**config.mk**
```make
export PLATFORM = sky130hd
export DESIGN_NAME = mealy_seq_detector_flat
export DESIGN_NICKNAME = d
export VERILOG_FILES = /design/src/rtl/mealy_seq_detector_if.sv /design/src/rtl/mealy_seq_detector.sv /design/src/flat_wrapper.sv
export SDC_FILE = /design/constraint.sdc
export NUM_CORES = 1
export LEC_CHECK = 0
export CAP_MARGIN = 10
export CORE_MARGIN = 2
export CORE_UTILIZATION = 42
export CTS_CLUSTER_SIZE = 8
export DETAILED_ROUTE_END_ITERATION = 6
export GPL_ROUTABILITY_DRIVEN = 0
export MAX_ROUTING_LAYER = met4
export PLACE_DENSITY_LB_ADDON = 0.2
export SLEW_MARGIN = 20
export SYNTH_ARGS = -nofsm -noshare
export SYNTH_HDL_FRONTEND = slang
export SYNTH_SLANG_ARGS = --single-unit
```
**constraint.sdc**
```tcl
create_clock -name clk -period 1.6 [get_ports clk]
set_input_delay 0.24 -clock clk [delete_from_list [all_inputs] [get_ports clk]]
set_output_delay 0.24 -clock clk [all_outputs]
set_load 0.02 [all_outputs]
```
**src/rtl/mealy_seq_detector_if.sv**
```systemverilog
// rtl/mealy_seq_detector_if.sv - serial-bit, pattern-load and status bundle for mealy_seq_detector
interface mealy_seq_detector_if #(
  parameter int PAT_W = 4,
  parameter int CNT_W = 8
);
  localparam int ST_W = $clog2(PAT_W) + 1;

  logic             en;
  logic             a_in;
  logic             pat_load;
  logic [PAT_W-1:0] pat_in;
  logic [1:0]       b_out;
  logic [ST_W-1:0]  st;
  logic [CNT_W-1:0] match_cnt;

  modport master (
    output en, a_in, pat_load, pat_in,
    input  b_out, st, match_cnt
  );

  modport slave (
    input  en, a_in, pat_load, pat_in,
    output b_out, st, match_cnt
  );
endinterface

```
**src/rtl/mealy_seq_detector.sv**
```systemverilog
// rtl/mealy_seq_detector.sv - Mealy serial pattern detector with loadable pattern
// Optional saturating match counter enabled by macro MEALY_DET_CNT_EN.
module mealy_seq_detector #(
  parameter int PAT_W   = 4,
  parameter int CNT_W   = 8,
  parameter int OVERLAP = 1
) (
  input  logic                 clk,
  input  logic                 reset,
  mealy_seq_detector_if.slave  io
);
  localparam int ST_W = $clog2(PAT_W) + 1;
  localparam logic [ST_W-1:0] ST_FULL = ST_W'(PAT_W - 1);

  function automatic logic [PAT_W-1:0] alt_pattern();
    logic [PAT_W-1:0] p;
    for (int i = 0; i < PAT_W; i++) begin
      p[i] = (((PAT_W - 1 - i) % 2) == 0);
    end
    return p;
  endfunction

  localparam logic [PAT_W-1:0] PAT_RST = alt_pattern();

  logic [PAT_W-1:0] pattern_q, pattern_d;
  logic [PAT_W-2:0] hist_q, hist_d;
  logic [ST_W-1:0]  st_q, st_d;
  logic             b1_q;
  logic             match;
  logic [PAT_W-1:0] shifted;

  assign shifted = {hist_q, io.a_in};

  always_ff @(posedge clk) begin
    if (reset) begin
      pattern_q <= PAT_RST;
      hist_q    <= '0;
      st_q      <= '0;
      b1_q      <= 1'b0;
    end else begin
      pattern_q <= pattern_d;
      hist_q    <= hist_d;
      st_q      <= st_d;
      b1_q      <= match;
    end
  end

  // pat_load wins over en; a_in is dropped on a load cycle
  always_comb begin
    pattern_d = pattern_q;
    hist_d    = hist_q;
    st_d      = st_q;
    if (io.pat_load) begin
      pattern_d = io.pat_in;
      st_d      = '0;
    end else if (io.en) begin
      hist_d = shifted[PAT_W-2:0];
      if (match) begin
        st_d = (OVERLAP != 0) ? ST_FULL : '0;
      end else if (st_q != ST_FULL) begin
        st_d = st_q + ST_W'(1);
      end
    end
  end

  always_comb begin
    match = 1'b0;
    if (!reset && io.en && !io.pat_load && (st_q == ST_FULL) && (shifted == pattern_q)) begin
      match = 1'b1;
    end
  end

  assign io.b_out = {b1_q, match};
  assign io.st    = st_q;

`ifdef MEALY_DET_CNT_EN
  logic [CNT_W-1:0] cnt_q, cnt_d;

  always_comb begin
    cnt_d = cnt_q;
    if (io.pat_load) begin
      cnt_d = '0;
    end else if (match && (cnt_q != {CNT_W{1'b1}})) begin
      cnt_d = cnt_q + CNT_W'(1);
    end
  end

  always_ff @(posedge clk) begin
    if (reset) begin
      cnt_q <= '0;
    end else begin
      cnt_q <= cnt_d;
    end
  end

  assign io.match_cnt = cnt_q;
`else
  assign io.match_cnt = '0;
`endif
endmodule

```
**src/flat_wrapper.sv**
```systemverilog
// flat-port wrapper written by rule: the top's interface ports become plain ports
module mealy_seq_detector_flat 
#(
  parameter int PAT_W   = 4,
  parameter int CNT_W   = 8,
  parameter int OVERLAP = 1
)
  (clk, reset, io_en, io_a_in, io_pat_load, io_pat_in, io_b_out, io_st, io_match_cnt);
  mealy_seq_detector_if #(.PAT_W(PAT_W), .CNT_W(CNT_W)) io_i ();
  input  logic clk;
  input  logic reset;
  input wire logic [$bits(io_i.en)-1:0] io_en;
  input wire logic [$bits(io_i.a_in)-1:0] io_a_in;
  input wire logic [$bits(io_i.pat_load)-1:0] io_pat_load;
  input wire logic [$bits(io_i.pat_in)-1:0] io_pat_in;
  output wire logic [$bits(io_i.b_out)-1:0] io_b_out;
  output wire logic [$bits(io_i.st)-1:0] io_st;
  output wire logic [$bits(io_i.match_cnt)-1:0] io_match_cnt;
  assign io_i.en = io_en;
  assign io_i.a_in = io_a_in;
  assign io_i.pat_load = io_pat_load;
  assign io_i.pat_in = io_pat_in;
  assign io_b_out = io_i.b_out;
  assign io_st = io_i.st;
  assign io_match_cnt = io_i.match_cnt;
  mealy_seq_detector #(.PAT_W(PAT_W), .CNT_W(CNT_W), .OVERLAP(OVERLAP)) u_core (.clk(clk), .reset(reset), .io(io_i));
endmodule
```
==> flow_summary.ini, run 1 <==
[sta]
setup_slack_ns = -0.05250
finalHoldViolCount = 0
setup_tns_ns = -0.05250
period_share_pct = 103.3
finalSetupViolCount = 1
finalCriticalPeriod_ns = 1.652
rsz0062_at_grt = yes
clock_skew_ns = 0.0004479
maxSlewViolCount = 0
fmax_mhz = 605.1

[yosys]
syn_inst = 64
synth_edf_count = 0
yosysTopAreaCellShare_pct = 36.59
ys_ff_latch = 11
synth_compound_gate_area_share_pct = 9.979
yosys.area_share.simple_pct = 14.76
seq_area_frac_synth_pct = 36.59
synth_cell_type_count = 24
synth_top_area_cell = dfxtp_1
synth_area_leaders = dfxtp_1, buf_4, mux2i_1, xnor2_1, nor2_1
yosys_most_used_dff = dfxtp_1
synth-xor-area-share_pct = 5.821
synth_fa_ha_area_share_pct = 4.158
synth_common_cells = dfxtp_1, buf_4, nor2_1
muxShareOfSynthArea_pct = 9.979
synth_top_family_by_area = buffers and inverters
synth_warnings = 0
synth.avg_cell_area_um2 = 9.404
syn_area_um2 = 601.8
synth-async-reset-ratio_pct = 0
synthMostInstantiatedCell = dfxtp_1

[worst_hold_path]
whs_path_depth = 2
hold_end = u_core.pattern_q[2]
hp-class = register to register
min-delay-start = u_core.pattern_q[2]

[drt]
drt-total-wl_mm = 1.076
post_drt_wl_per_cell_um = 10.55
final_antenna_net_count = 0
first_pass_iters = 2
viasPerCell = 4.637
drt_iter0_markers = 3
drcViolationCount = 0
routed-via-count = 473

[grt]
grt_max_degree = 9
antenna_found_initial = 0
track_usage_pct = 14.88
grt_overflow = 0
grt_pass1_wl_mm = 1.925
grt_pass1_vias = 455

[floorplan]
die_w_um = 41.86
io_pins = 22
die_area_um2 = 1752
die_h_um = 41.86
rows = 13
coreArea_um2 = 1318
start_util_pct = 45.68

[power]
switching_share_pct = 27.19
p_sw_uw = 161.5
internal-power_uw = 432.5
p_leak_nw = 0.4091
powerDensity_nw_per_um2 = 712.8
power.share.clock_pct = 33.2
total_power_uw = 594.0
ir_drop_v = 0.0005354
comb_power_share_pct = 17.5
seqPwrFrac_pct = 49.3

[critical_path]
worstPathMaxFanout = 2
start_kind = input pin
r2r_cells = 6
r2r-start = u_core.io.st[1]
required_ns = 1.36
critical_path_class = input pin to primary output
arrival_ns = 1.41
reg2reg_to = u_core.io.st[0]
crit_path_end_kind = primary output
regToRegSetupSlack_ns = 0.13

[clock_tree]
holdBufCountCts = 0
cts.path.max_buffers = 2
post_cts_buffers = 0
htreeDepth = 1
root_buffer = clkbuf_4
cts_sinks = 11
numCtsBuffers = 3
clk_latency_ns = 0.27
cts_tree = yes
clkTransAtPathRegs_ns = 0.08

[place]
place_hpwl_um = 880
placed_area_um2 = 772.0
dp_slack_ns = -0.5587
io_buffers = 13

[outcome]
violations = setup timing
status = complete, but fails checks

[run]
cap_violations = 0

[layout]
antennaDiodeCount = 0
nNetsFinal = 99
syn2layout_area_growth_pct = 38.46
design_area_um2 = 833.3
final_layout_size_suffix_gt1_share_pct = 28.74
num-fill-cells = 120
## layout make-up
class                   instances  area, µm²  share of cell area, %
well taps                      15      18.77                  2.252
multi-input cells              43      324.1                  38.89
repair buffers                 24      221.5                  26.58
clock buffers                   3      22.52                  2.703
inverters                       5      18.77                  2.252
flip-flops and latches         11      222.7                  26.73
clock inverters                 1      5.005                 0.6006
## kinds of logic (layout without fill, tap and decap cells)
| kind of cell | Yosys count | count (layout) |
|---|---|---|
| buffers and inverters | 17 | 33 |
| and+or+nand+nor | 15 | 15 |
| DFF | 11 | 11 |
| AOI/OAI and AO/OA | 8 | 8 |
| muxes | 6 | 6 |
| xor gates and xnor gates | 4 | 4 |
| adders and majority gates | 2 | 2 |
| other | 1 | 8 |
## timing repair
action | in CTS | in global routing
pin swaps | 3 | 1
resized for setup | 11 | 3
cloned | 0 | 0
setup endpoints to repair | 1 | 4
## critical path, stage by stage
cell             delay, ns
clkdlybuf4s50_1       0.48
nor2b_4               0.16
nand4b_1              0.13
or2_4                 0.25
inv_2                 0.05
buf_6                 0.10
## power groups by stage
stage	clock network [mW]	logic [mW]	registers, mW
after floorplan	0	0.0740	0.300
final	0.197	0.104	0.293
after global routing	0.214	0.115	0.294
after CTS	0.200	0.106	0.293
after global placement	0	0.103	0.298
after detailed placement	0	0.104	0.299
## cells in the final DEF, fill, tap and decap left out
cell type        Yosys  final
buf_4               10     11
clkdlybuf4s50_1      0      9
dfxtp_1             11      9
conb_1               1      8
nor2_1               7      7
mux2i_1              6      6
inv_1                5      4
xnor2_1              4      4
clkbuf_4             0      3
dlymetal6s2s_1       0      3
nor2b_1              2      2
a211o_1              2      2
ha_4                 0      2
dfxtp_2              0      2
nor2b_4              1      1
nand4b_1             1      1
nand3_1              1      1
or2_4                1      1
inv_2                0      1
or2b_1               1      1
o22a_2               1      1
o211ai_1             1      1
or2_2                1      1
a21oi_1              1      1
o21ai_0              1      1
a31oi_1              1      1
a311oi_1             1      1
clkinv_2             0      1
buf_6                1      1
## flip-flops by register name, indices dropped and copies added, names as in the netlist
signal / count
u_core.b1_q: 1
u_core.hist_q: 3
u_core.pattern_q: 4
u_core.io.st: 3
## per-layer routing
layer | wire length [µm] | global-route usage (%) | share of wire (%) | up-vias
li1 | - | - | - | 241
met1 | 437 | 14.85 | 41 | 210
met2 | 555 | 26.88 | 52 | 18
met3 | 70 | 4.348 | 6.5 | 4
met4 | 12 | 5.806 | 1.1 | 0
met5 | 0 | - | 0 | -
## worst max-delay path by stage
stage	startpoint	endpoint	slack, ns	depth (start not counted)
3_3_place_gp	io_en	io_b_out[0]	-0.55	6
4_1_cts	u_core.io.st[1]	io_b_out[0]	-0.06	6
2_1_floorplan	u_core.io.st[0]	io_b_out[0]	0.05	6
3_5_place_dp	io_en	io_b_out[0]	-0.56	6
5_1_grt	u_core.io.st[0]	io_b_out[0]	-0.12	6
6_report	io_en	io_b_out[0]	-0.05	6
## per-stage QoR
step	instances	util [%]	hold WS, ns
after floorplan	71	-	0.3579
after global placement	98	58.59	0.5002
after detailed placement	98	58.59	0.5223
after CTS	102	62.68	0.5414
after global routing	102	63.25	0.5581
final	102	63.25	0.5403
Note: power is estimated with default switching activity, not from simulation.
==> run 2, diff against run 1 <==
--- a/config.mk
+++ b/config.mk
@@ -5,10 +5,10 @@
 export SDC_FILE = /design/constraint.sdc
 export NUM_CORES = 1
 export LEC_CHECK = 0
-export CAP_MARGIN = 10
+export CAP_MARGIN = 20
 export CORE_MARGIN = 2
 export CORE_UTILIZATION = 42
-export CTS_CLUSTER_SIZE = 8
+export CTS_CLUSTER_SIZE = 40
 export DETAILED_ROUTE_END_ITERATION = 6
 export GPL_ROUTABILITY_DRIVEN = 0
 export MAX_ROUTING_LAYER = met4
==> results of run 2 <==
The final DEF is identical to that of run 1; final timing and power are the same.
